--- src/rtl/simd_ctrl_seq.sv ---
// rtl/simd_ctrl_seq.sv - SIMD array control sequencer (optional watchdog: SIMD_CTRL_WDOG_EN)
module simd_ctrl_seq #(
  parameter int NUM_PE  = 4,
  parameter int ADDR_W  = 17,
  parameter int INSTR_W = 32,
  parameter int DIMEN_W = 2
) (
  input  logic               CLK,
  input  logic               RSTN,
  input  logic [INSTR_W-1:0] INSTR,
  input  logic               START_SIGNAL,
  output logic               PC_INCR,
  output logic               INSTR_DONE,
  output logic [NUM_PE-1:0]  WRITE_MAT,
  output logic               MAT_SEL_B,
  output logic [NUM_PE-1:0]  MAC_CTRL,
  output logic [NUM_PE-1:0]  RST_ACC,
  output logic [NUM_PE-1:0]  RST_PC,
  output logic [NUM_PE-1:0]  RST_ADD,
  output logic [NUM_PE-1:0]  OUT_READY,
  input  logic               MAC_DONE,
  output logic [DIMEN_W-1:0] DIMEN,
  output logic               ADDR_START,
  output logic               ADDR_RST,
  output logic [ADDR_W-1:0]  ADDRESS,
  input  logic               FETCH_DONE,
  output logic               WRADDR_START,
  input  logic               STORE_DONE,
  output logic               STOP_SIGNAL,
  output logic               ERR_SIGNAL,
  output logic [1:0]         ERR_CODE
);

  typedef enum logic [2:0] {
    S_IDLE, S_FETCH, S_LOADA, S_LOADB, S_MULTACC, S_STORE, S_STOP, S_ERROR
  } state_e;

  localparam logic [1:0] ERR_OPCODE  = 2'd1;
  localparam logic [1:0] ERR_MASK    = 2'd2;
  localparam logic [1:0] ERR_TIMEOUT = 2'd3;

  state_e              state_q, state_d;
  logic [NUM_PE-1:0]   mask_q, mask_d;
  logic                pc_incr_q, pc_incr_d;
  logic [NUM_PE-1:0]   write_mat_q, write_mat_d;
  logic                mat_sel_b_q, mat_sel_b_d;
  logic [NUM_PE-1:0]   mac_ctrl_q, mac_ctrl_d;
  logic [NUM_PE-1:0]   rst_acc_q, rst_acc_d;
  logic [NUM_PE-1:0]   rst_pc_q, rst_pc_d;
  logic [NUM_PE-1:0]   rst_add_q, rst_add_d;
  logic [NUM_PE-1:0]   out_ready_q, out_ready_d;
  logic [DIMEN_W-1:0]  dimen_q, dimen_d;
  logic                addr_start_q, addr_start_d;
  logic                addr_rst_q, addr_rst_d;
  logic [ADDR_W-1:0]   address_q, address_d;
  logic                wraddr_start_q, wraddr_start_d;
  logic                stop_q, stop_d;
  logic                err_q, err_d;
  logic [1:0]          err_code_q, err_code_d;

  // Instruction fields
  logic [2:0]          op_f;
  logic [1:0]          dim_f;
  logic                aclr_f;
  logic [7:0]          mask_f;
  logic [ADDR_W-1:0]   addr_f;
  logic [NUM_PE-1:0]   lane_mask;
  logic                mask_over;
  logic                mask_bad;
  logic                unused_bits;

  assign op_f      = INSTR[2:0];
  assign dim_f     = INSTR[4:3];
  assign aclr_f    = INSTR[5];
  assign mask_f    = INSTR[13:6];
  assign addr_f    = INSTR[INSTR_W-1 -: ADDR_W];
  assign lane_mask = mask_f[NUM_PE-1:0];
  // Mask bits naming lanes that do not exist make the instruction illegal
  assign mask_over = (NUM_PE < 8) ? |(mask_f >> NUM_PE) : 1'b0;
  assign mask_bad  = (lane_mask == '0) || mask_over;
  assign unused_bits = ^INSTR[INSTR_W-ADDR_W-1:14];

`ifdef SIMD_CTRL_WDOG_EN
  logic [15:0] wdog_q, wdog_d;
  logic        busy;
  logic        done_here;
  assign busy = (state_q == S_LOADA) || (state_q == S_LOADB) ||
                (state_q == S_MULTACC) || (state_q == S_STORE);
  assign done_here = ((state_q == S_LOADA || state_q == S_LOADB) && FETCH_DONE) ||
                     ((state_q == S_MULTACC) && MAC_DONE) ||
                     ((state_q == S_STORE) && STORE_DONE);
`endif

  // Next-state and next-output decode; outputs land in the register with the state
  always_comb begin
    state_d        = state_q;
    mask_d         = mask_q;
    pc_incr_d      = 1'b0;
    write_mat_d    = '0;
    mat_sel_b_d    = 1'b0;
    mac_ctrl_d     = '0;
    rst_acc_d      = '0;
    rst_pc_d       = '0;
    rst_add_d      = '0;
    out_ready_d    = '0;
    dimen_d        = dimen_q;
    addr_start_d   = 1'b0;
    addr_rst_d     = 1'b0;
    address_d      = address_q;
    wraddr_start_d = 1'b0;
    stop_d         = stop_q;
    err_d          = err_q;
    err_code_d     = err_code_q;

    case (state_q)
      S_IDLE: begin
        if (START_SIGNAL) begin
          state_d   = S_FETCH;
          pc_incr_d = 1'b1;
        end
      end

      S_FETCH: begin
        dimen_d   = DIMEN_W'(dim_f);
        mask_d    = lane_mask;
        rst_acc_d = aclr_f ? lane_mask : '0;
        if (op_f == 3'd7) begin
          state_d    = S_ERROR;
          err_d      = 1'b1;
          stop_d     = 1'b1;
          err_code_d = ERR_OPCODE;
          rst_acc_d  = '0;
        end else if ((op_f >= 3'd2) && (op_f <= 3'd5) && mask_bad) begin
          state_d    = S_ERROR;
          err_d      = 1'b1;
          stop_d     = 1'b1;
          err_code_d = ERR_MASK;
          rst_acc_d  = '0;
        end else begin
          case (op_f)
            3'd0: state_d = S_IDLE;
            3'd1: begin
              state_d   = S_FETCH;
              pc_incr_d = 1'b1;
            end
            3'd2, 3'd3: begin
              state_d      = (op_f == 3'd3) ? S_LOADB : S_LOADA;
              write_mat_d  = lane_mask;
              mat_sel_b_d  = (op_f == 3'd3);
              address_d    = addr_f;
              addr_start_d = 1'b1;
            end
            3'd4: begin
              state_d    = S_MULTACC;
              mac_ctrl_d = lane_mask;
            end
            3'd5: begin
              state_d        = S_STORE;
              out_ready_d    = lane_mask;
              wraddr_start_d = 1'b1;
              address_d      = addr_f;
              addr_start_d   = 1'b1;
            end
            3'd6: begin
              state_d = S_STOP;
              stop_d  = 1'b1;
            end
            default: state_d = S_ERROR;
          endcase
        end
      end

      S_LOADA, S_LOADB: begin
        if (FETCH_DONE) begin
          state_d    = S_FETCH;
          pc_incr_d  = 1'b1;
          addr_rst_d = 1'b1;
          rst_add_d  = mask_q;
        end else begin
          write_mat_d  = mask_q;
          mat_sel_b_d  = (state_q == S_LOADB);
          addr_start_d = 1'b1;
        end
      end

      S_MULTACC: begin
        if (MAC_DONE) begin
          state_d   = S_FETCH;
          pc_incr_d = 1'b1;
          rst_pc_d  = mask_q;
        end else begin
          mac_ctrl_d = mask_q;
        end
      end

      S_STORE: begin
        if (STORE_DONE) begin
          state_d    = S_FETCH;
          pc_incr_d  = 1'b1;
          addr_rst_d = 1'b1;
        end else begin
          out_ready_d    = mask_q;
          wraddr_start_d = 1'b1;
          addr_start_d   = 1'b1;
        end
      end

      default: begin
        // STOP and ERROR are terminal; flags hold via defaults
      end
    endcase

`ifdef SIMD_CTRL_WDOG_EN
    // Timeout overrides a stalled busy state unless its done arrives this cycle
    if (busy && !done_here && (wdog_q == 16'hFFFE)) begin
      state_d        = S_ERROR;
      write_mat_d    = '0;
      mat_sel_b_d    = 1'b0;
      mac_ctrl_d     = '0;
      out_ready_d    = '0;
      addr_start_d   = 1'b0;
      wraddr_start_d = 1'b0;
      addr_rst_d     = 1'b1;
      err_d          = 1'b1;
      stop_d         = 1'b1;
      err_code_d     = ERR_TIMEOUT;
    end
    if (state_d != state_q) begin
      wdog_d = '0;
    end else if (busy) begin
      wdog_d = wdog_q + 16'd1;
    end else begin
      wdog_d = wdog_q;
    end
`endif
  end

  // State and registered outputs with asynchronous clear
  always_ff @(posedge CLK or negedge RSTN) begin
    if (!RSTN) begin
      state_q        <= S_IDLE;
      mask_q         <= '0;
      pc_incr_q      <= 1'b0;
      write_mat_q    <= '0;
      mat_sel_b_q    <= 1'b0;
      mac_ctrl_q     <= '0;
      rst_acc_q      <= '1;
      rst_pc_q       <= '1;
      rst_add_q      <= '1;
      out_ready_q    <= '0;
      dimen_q        <= '0;
      addr_start_q   <= 1'b0;
      addr_rst_q     <= 1'b1;
      address_q      <= '0;
      wraddr_start_q <= 1'b0;
      stop_q         <= 1'b0;
      err_q          <= 1'b0;
      err_code_q     <= 2'd0;
    end else begin
      state_q        <= state_d;
      mask_q         <= mask_d;
      pc_incr_q      <= pc_incr_d;
      write_mat_q    <= write_mat_d;
      mat_sel_b_q    <= mat_sel_b_d;
      mac_ctrl_q     <= mac_ctrl_d;
      rst_acc_q      <= rst_acc_d;
      rst_pc_q       <= rst_pc_d;
      rst_add_q      <= rst_add_d;
      out_ready_q    <= out_ready_d;
      dimen_q        <= dimen_d;
      addr_start_q   <= addr_start_d;
      addr_rst_q     <= addr_rst_d;
      address_q      <= address_d;
      wraddr_start_q <= wraddr_start_d;
      stop_q         <= stop_d;
      err_q          <= err_d;
      err_code_q     <= err_code_d;
    end
  end

`ifdef SIMD_CTRL_WDOG_EN
  // Watchdog counter for stalled load/MAC/store phases
  always_ff @(posedge CLK or negedge RSTN) begin
    if (!RSTN) begin
      wdog_q <= '0;
    end else begin
      wdog_q <= wdog_d;
    end
  end
`endif

  assign INSTR_DONE   = ((state_q == S_IDLE) && START_SIGNAL) | FETCH_DONE | MAC_DONE | STORE_DONE;
  assign PC_INCR      = pc_incr_q;
  assign WRITE_MAT    = write_mat_q;
  assign MAT_SEL_B    = mat_sel_b_q;
  assign MAC_CTRL     = mac_ctrl_q;
  assign RST_ACC      = rst_acc_q;
  assign RST_PC       = rst_pc_q;
  assign RST_ADD      = rst_add_q;
  assign OUT_READY    = out_ready_q;
  assign DIMEN        = dimen_q;
  assign ADDR_START   = addr_start_q;
  assign ADDR_RST     = addr_rst_q;
  assign ADDRESS      = address_q;
  assign WRADDR_START = wraddr_start_q;
  assign STOP_SIGNAL  = stop_q;
  assign ERR_SIGNAL   = err_q;
  assign ERR_CODE     = err_code_q;

endmodule

--- config.mk ---
export PLATFORM = sky130hd
export DESIGN_NAME = simd_ctrl_seq
export DESIGN_NICKNAME = d
export VERILOG_FILES = /design/src/rtl/simd_ctrl_seq.sv
export SDC_FILE = /design/constraint.sdc
export NUM_CORES = 1
export LEC_CHECK = 0
export BUFFER_PORTS_ARGS = -buffer_cell sky130_fd_sc_hd__buf_4
export CAP_MARGIN = 40
export CORE_MARGIN = 2
export CORE_UTILIZATION = 32
export DETAILED_ROUTE_END_ITERATION = 7
export SLEW_MARGIN = 5
export SYNTH_ARGS = -nofsm -noshare
export SYNTH_HDL_FRONTEND = slang
export SYNTH_SLANG_ARGS = --single-unit
--- constraint.sdc ---
create_clock -name CLK -period 2.45 [get_ports CLK]
set_input_delay 0.3675 -clock CLK [delete_from_list [all_inputs] [get_ports CLK]]
set_output_delay 0.3675 -clock CLK [all_outputs]
set_load 0.005 [all_outputs]
### Word-level counts from Yosys, hierarchy flattened

Cells that the tools add are included.

* flip-flop bits (word level): 59
* input port bits: 38
* output and inout bits: 53

* order comparisons: 2
* equal/unequal tests: 16
* mux-type cells: 63
* bitwise logic cells: 5
* reductions and logical operators: 18

Operators by type and width (number)
* 2-to-1 mux 4 bit: 20
* 2-to-1 mux 1 bit: 25
* one-hot mux 4 bit (2 select lines): 3
* == test 3 bit (second input constant): 6
* 2-to-1 mux 3 bit: 6
* one-hot mux 3 bit (6 select lines): 1
* one-hot mux 3 bit (5 select lines): 1
* == test 3 x 2 -> 1 bit (second input constant): 4
* inequality test 2 bit (second input constant): 4
* == test 3 x 1 -> 1 bit (second input constant): 2
* zero test 3 bit: 2
* one-hot mux 1 bit (2 select lines): 3
* one-hot mux 1 bit (5 select lines): 1
* AND reduction 5 bit: 1
* nonzero test 5 bit: 1
* zero test 4 bit: 1
* 2-to-1 mux 2 bit: 2
* AND reduction 2 bit: 2
* AND reduction 4 bit: 1
* OR reduction 2 bit: 2
* OR reduction 4 bit: 1
* >= comparator 3 x 2 -> 1 bit (second input constant): 1
* <= comparator 3 bit (second input constant): 1
* logical AND 1 bit: 3
* 7 further kinds: 10

### Logic depth before layout (Yosys ltp)

Gate-level depths: netlist of the first run.

* word-level depth: 6
* mapped depth: 5
* mapped depth without buffers: 3

### Least setup slack after synthesis of the first run

Ideal clock, no wire load.

* path kind: input port to flip-flop
* start: input port INSTR[11]
* end: register address_q[10], in the netlist ADDRESS[10]
* data arrival time: 2.081 ns
* data required time: 2.325 ns
* setup slack: 0.244 ns
* stages: 5
* buffers on the path: 2
* cells stage by stage: or4_1 buf_2 a2111oi_4 buf_6 mux2_2

* longest elaborated chain between the ends: 5

RTL lines
* start, declared: RTL line 10 `input logic [INSTR_W-1:0] INSTR,`
* OR reduction 4 bit: RTL line 79 `assign mask_over = (NUM_PE < 8) ? |(mask_f >> NUM_PE) : 1'b0;`
* logical OR 1 bit: RTL line 80 `assign mask_bad = (lane_mask == '0) || mask_over;`
* logical AND 1 bit: RTL line 133 `end else if ((op_f >= 3'd2) && (op_f <= 3'd5) && mask_bad) begin`
* inverter 1 bit (no source line)
* AND reduction 4 bit (no source line)
* end signal, assigned: RTL line 273 `address_q <= address_d;`
* end, declared: RTL line 55 `logic [ADDR_W-1:0] address_q, address_d;`

Every way passes these cells.
A chain may end at the register's enable or synchronous reset.

### Final worst setup path of the first run

* start: register state_q[1]
* end: register address_q[7], in the netlist ADDRESS[7]

* longest elaborated chain between the ends: 2

RTL lines
* start, declared: RTL line 42 `state_e state_q, state_d;`
* start signal, assigned: RTL line 260 `state_q <= state_d;`
* == test 3 x 1 -> 1 bit: RTL line 115 `case (state_q)`
* AND reduction 4 bit (no source line)

Every way passes these cells.

==> results of run 1 <==
power by group through the flow:
stage	clock (mW)	sequential [mW]	combinational, mW
after floorplan	0	1.40	0.499
after detailed placement	0	1.40	1.05
final	0.809	1.38	1.05
after CTS	0.843	1.38	1.06
after global placement	0	1.39	1.04
after global routing	0.889	1.42	1.15
cells in the final DEF (no fill, tap or decap), drive strengths merged, types with 5 or more instances in the layout:
master,count
and2,9
a32o,5
buf,99
o21ai,11
clkbuf,11
nand2,29
dfstp,13
dfrtp,46
mux2,17
nor3,5
cells by family (layout without fill, tap and decap cells):
logic type,Yosys count,after routing,synth area share
XOR/XNOR,1,1,0.00361
AND/OR/NAND/NOR,71,71,0.158
buffers and inverters,14,118,0.0257
flip-flops,59,59,0.614
AO/OA/AOI/OAI,36,36,0.115
multiplexers,18,18,0.0829
worst max-delay path: cells and delay by family, from the launching register on:
| family | cells | cell delay (ns) |
|---|---|---|
| AND/OR/NAND/NOR | 1 | 0.43 |
| AO/OA/AOI/OAI | 1 | 0.39 |
| flip-flops | 1 | 0.37 |
| multiplexers | 1 | 0.34 |
| buffers and inverters | 1 | 0.21 |
registers in the layout, indices dropped and copies added, names as in the netlist:
signal        flops
WRITE_MAT         4
ERR_SIGNAL        1
PC_INCR           1
ADDR_RST          1
mask_q            4
OUT_READY         4
RST_PC            4
RST_ACC           4
ERR_CODE          2
RST_ADD           4
ADDRESS          17
ADDR_START        1
MAT_SEL_B         1
MAC_CTRL          4
state_q           3
DIMEN             2
WRADDR_START      1
STOP_SIGNAL       1
path summary, 6_finish.rpt:
kind,startpoint,to,cells after the start
setup / recovery,state_q[1],ADDRESS[7],4
hold reg to reg,DIMEN[1],DIMEN[1],2
hold / removal,RSTN,ADDRESS[8],1
max in group asynchronous,RSTN,state_q[2],1
setup reg to reg,state_q[1],ADDRESS[7],4
min in group CLK,INSTR[4],DIMEN[1],3
cell type report:
class / count / area, sq um
Clock inverter: 5 / 36.3
Inverter: 3 / 11.3
Tap cell: 99 / 124
Multi-Input combinational cell: 126 / 880
Fill cell: 736 / 3840
Timing Repair Buffer: 99 / 756
Sequential cell: 59 / 1490
Clock buffer: 11 / 151
per-layer routing:
metal	up-vias	global-route usage	part of all wire
li1	914	-	-
met1	901	0.199	0.45
met2	65	0.214	0.48
met3	6	0.0539	0.062
met4	0	0.0391	0.0072
met5	-	0	0
through the flow:
step | util | power (mW) | std cells
2_1_floorplan | - | 1.89 | 199
3_3_place_gp | 0.447 | 2.43 | 386
3_5_place_dp | 0.447 | 2.45 | 386
4_1_cts | 0.473 | 3.28 | 402
5_1_grt | 0.473 | 3.45 | 402
6_report | 0.473 | 3.23 | 402
==> impl_metrics.yaml, run 1 <==
sta:
  post-route-min-period_ns: 1.85
  setup_viol: 0
  clock-skew-final_ns: 0.00718
  report.final.hold_viol_count: 0
  worstMarginPinSlew_ns: 0.767
  finalSetupTns_ns: 0
  final_min_period_over_clock_period: 0.757
  fin_ws_ns: 0.596
  max_freq_mhz: 539
  rsz0062_at_grt: "false"
  hold_ws_ns: 0.0947
  max-slew-margin-rel: 0.482
  maxSlewViolCount: 0
global_route:
  antenna_violations_before_repair: 0
  vias_in_the_first_global_route: 1871
  grt_remaining_overflow: 0
  first_pass_grt_wire_length_um: 9300
  largest_net_degree_at_the_start_of_global_routing: 60
  grt_util_all_layers: 0.144
drt:
  vias_per_cell: 4.69
  route.detailed.drc: 0
  ant_nets_after_route: 0
  detailroute.via_count: 1886
  wl_per_cell_um: 14.3
  drt_iter0_drc: 99
  postRouteWirelength_um: 5730
  drt_pre_antenna_iters: 4
logic_synthesis:
  yosysUniqueCellTypes: 41
  ys.flop_type: "sky130_fd_sc_hd__dfrtp_1"
  yosys_register_bits: 59
  synth.cell_area_sq_um: 2430
  synth_area_leader_cell: "sky130_fd_sc_hd__dfrtp_1"
  synth-edff-count: 0
  ys_warns: 0
  ys_top_cells_by_area: "sky130_fd_sc_hd__dfrtp_1, sky130_fd_sc_hd__dfstp_2, sky130_fd_sc_hd__mux2_2"
  post_synthesis_net_count: 237
  seq_area_frac_synth: 0.614
  avgSynthCellArea_sq_um: 12.2
  post_synth_top_area_share: 0.474
  syn-instance-count: 199
  fraction_of_synthesis_flops_using_an_asynchronous_set_or_reset_pin: 1.00
  yosysMostFrequentCell: "sky130_fd_sc_hd__dfrtp_1"
  synth.top_cells.by_count: "sky130_fd_sc_hd__dfrtp_1, sky130_fd_sc_hd__nand2_1, sky130_fd_sc_hd__mux2_2"
clocking:
  cts_repair_resize_count: 0
  cts.hold.buffers_added: 0
  postCtsSetupBuffers: 0
  clk_latency_ns: 0.33
  cts.reportedPaths.clkPinSlew_ns: 0.07
  cts-buffers-inserted: 9
  tritoncts: "done"
  ctsRootBufferMaster: "sky130_fd_sc_hd__clkbuf_8"
  h-tree-depth: 3
  clock_sinks: 59
  clock_path_buffers: 2
floorplanning:
  num_rows: 31
  placeableCoreArea_sq_um: 7290
  die_w_um: 91.1
  design.die.area_sq_um: 8310
  io_pins: 91
  floorplan.initialDensity: 0.333
  die_h_um: 91.1
layout:
  antennaDiodeCount: 0
  flow.area_growth_from_synthesis_pct: 42.0
  final_layout_size_suffix_gt1_frac: 0.498
  final_net_count: 336
  final_area_sq_um: 3450
placed_design:
  io_buffer_count: 89
  detailed_place_hpwl_um: 4080
  gp_congestion: 0.802
  dp_worst_setup_slack_ns: 0.253
  dpl_cell_area_sq_um: 3260
pwr:
  switching_component_of_the_power_mw: 1.01
  static-leakage-power_nw: 1.66
  power_report.internal_total_mw: 2.22
  netSwitchingFraction: 0.312
  pwr-share-seq: 0.426
  combinationalPowerShare: 0.324
  clkPwrFrac: 0.250
  peakVddDrop_mv: 0.437
  p_per_area_nw_per_um2: 937
worst_setup_path:
  critical_path_slowest_stage_cell: "sky130_fd_sc_hd__or3b_1"
  worst_setup_path_start_kind: "flop"
  critPathArrivalTime_ns: 2.07
  timing.critical_path.slowest_cell_delay_ns: 0.43
  reg2reg_setup_slack_ns: 0.60
  worstPathCellList: "or3b_1 > a2111oi_4 > buf_12 > mux2_2"
  worstSetupPathType: "reg2reg"
  required_ns: 2.67
  end_kind: "flop"
  critical_path.max_fanout: 18
hold_path:
  min_path_type: "in2async"
status:
  status: "completed"
flow_run:
  cap_violations: 0
Power figures use the tool's default switching activity.
==> inputs of run 2 (changes only) <==
==> constraint.sdc (replaced) <==
create_clock -name CLK -period 1.54 [get_ports CLK]
set_input_delay 0.231 -clock CLK [delete_from_list [all_inputs] [get_ports CLK]]
set_output_delay 0.231 -clock CLK [all_outputs]
set_load 0.005 [all_outputs]
==> run 2 against run 1 <==
The run now ends with setup timing left. Clock power up 80%. Via count rose by 6.5%. Cell count increased by 5.2%. Cell area up 10%. Core utilization up 4.8 points. Maximum frequency rose by 6.7%. First-iteration DRC count decreased by 21%. Total power up 74%. Largest power group unchanged. Highest routed layer unchanged.
==> impl_metrics.yaml, run 2 (synthesis results as in run 1) <==
placed_design:
  detailed_place_hpwl_um: 4500
  dp_worst_setup_slack_ns: -0.467
  placed_cells: 404
  dpl_cell_area_sq_um: 3430
  io_buffer_count: 89
  gp_congestion: 0.863
layout:
  final_layout_size_suffix_gt1_frac: 0.552
  largest_reg_flops: 17
  mostFrequentLayoutCells: "sky130_fd_sc_hd__buf_4, sky130_fd_sc_hd__dfrtp_1, sky130_fd_sc_hd__nand2_1"
  final_cell_count_no_fill: 423
  final_area_sq_um: 3800
  final_net_count: 357
  post-route-util: 0.521
  antennaDiodeCount: 0
  layout_commonest_cell: "sky130_fd_sc_hd__buf_4"
  flow.area_growth_from_synthesis_pct: 56.5
clocking:
  clock_path_buffers: 2
  cts.reportedPaths.clkPinSlew_ns: 0.07
  cts-buffers-inserted: 9
  h-tree-depth: 3
  tritoncts: "done"
  clk_latency_ns: 0.33
  clock_sinks: 59
  ctsRootBufferMaster: "sky130_fd_sc_hd__clkbuf_8"
status:
  status: "finished with violations"
  failing_checks: "setup timing"
floorplanning:
  placeableCoreArea_sq_um: 7290
  floorplan.initialDensity: 0.333
  design.die.area_sq_um: 8310
  num_rows: 31
  die_h_um: 91.1
  die_w_um: 91.1
  io_pins: 91
drt:
  detailroute.via_count: 2008
  drt_pre_antenna_iters: 5
  postRouteWirelength_um: 6360
  drt_iter0_drc: 78
  route.detailed.drc: 0
  vias_per_cell: 4.75
  wl_per_cell_um: 15.0
  ant_nets_after_route: 0
global_route:
  largest_net_degree_at_the_start_of_global_routing: 29
  vias_in_the_first_global_route: 2050
  grt_util_all_layers: 0.161
  antenna_violations_before_repair: 0
  first_pass_grt_wire_length_um: 10300
  grt_remaining_overflow: 0
sta:
  fin_ws_ns: -0.198
  report.final.hold_viol_count: 0
  clock-skew-final_ns: 0.00672
  hold_ws_ns: 0.104
  rsz0062_at_grt: "true"
  post-route-min-period_ns: 1.74
  maxSlewViolCount: 0
  setup_viol: 18
  final_min_period_over_clock_period: 1.13
  worstMarginPinSlew_ns: 0.413
  max-slew-margin-rel: 0.723
  finalSetupTns_ns: -3.27
  max_freq_mhz: 575
worst_setup_path:
  worstPathCellList: "or3b_4 > a2111oi_4 > buf_4 > clkbuf_16 > mux2_4"
  timing.critical_path.buf_inv: 2
  critPathArrivalTime_ns: 1.96
  critical_path.max_fanout: 6
  reg2regPathDepth: 5
  end_kind: "flop"
  critical_path_slowest_stage_cell: "sky130_fd_sc_hd__or3b_4"
  timing.critical_path.slowest_cell_delay_ns: 0.42
  r2r-end: "ADDRESS[12]"
  worst_setup_path_start_kind: "flop"
  worstSetupPathType: "reg2reg"
  regToRegStartpoint: "state_q[2]"
  critical_path.top_delay_family: "simple AND/OR/NAND/NOR gates"
  required_ns: 1.76
  reg2reg_setup_slack_ns: -0.20
pwr:
  p_per_area_nw_per_um2: 1480
  pwr-share-seq: 0.394
  combinationalPowerShare: 0.347
  static-leakage-power_nw: 1.84
  clkPwrFrac: 0.259
  switching_component_of_the_power_mw: 1.67
  netSwitchingFraction: 0.298
  peakVddDrop_mv: 0.571
  report.power.total_mw: 5.62
  power_report.internal_total_mw: 3.94
hold_path:
  hp-start: "INSTR[4]"
  hold_depth: 3
  min_path_type: "in2reg"
  min_delay_endpoint: "DIMEN[1]"
flow_run:
  cap_violations: 0
==> run 2: worst min-delay path, stage by stage <==
cell	delay, ns
sky130_fd_sc_hd__buf_4	0.08
sky130_fd_sc_hd__nand2_1	0.04
sky130_fd_sc_hd__nand2_1	0.05
==> run 2: timing repair <==
action,4_1_cts,5_1_grt
gates cloned,0,1
hold buffers,1,0
endpoints found under the hold margin,21,0
pin swaps,2,0
gates resized for setup,15,13
endpoints found under the setup margin,19,23
buffers inserted,0,1
==> run 2: final cells by class <==
class | instances | area, sq um
clock buffer | 12 | 165
clock inverter | 4 | 47.5
fill | 677 | 3490
inverter | 3 | 11.3
multi-input combinational | 126 | 1000
sequential | 59 | 1490
tap | 99 | 124
timing repair buffer | 120 | 957
==> run 2: worst max-delay path by stage <==
| stage | from | to | depth (start not counted) |
|---|---|---|---|
| global route | state_q[2] | INSTR_DONE | 4 |
| CTS | state_q[2] | ADDRESS[11] | 4 |
| floorplan | INSTR[11] | ADDRESS[10] | 5 |
| detailed placement | INSTR[11] | ADDRESS[11] | 5 |
| global placement | INSTR[11] | ADDRESS[10] | 5 |
| finish | state_q[2] | ADDRESS[12] | 5 |
==> run 2: per-layer routing <==
metal	part of all wire	vias up	global-route usage
met1	0.46	976	0.213
li1	-	956	-
met2	0.48	69	0.250
met4	0.014	0	0.0644
met3	0.054	7	0.0432
met5	0	-	0
==> run 2: power by group through the flow <==
stage	Sequential [mW]	Clock, mW	Combinational, mW
floorplan	2.22	0	0.798
detailed placement	2.22	0	1.80
CTS	2.21	1.50	1.89
global placement	2.22	0	1.76
global route	2.27	1.57	2.12
finish	2.21	1.46	1.95
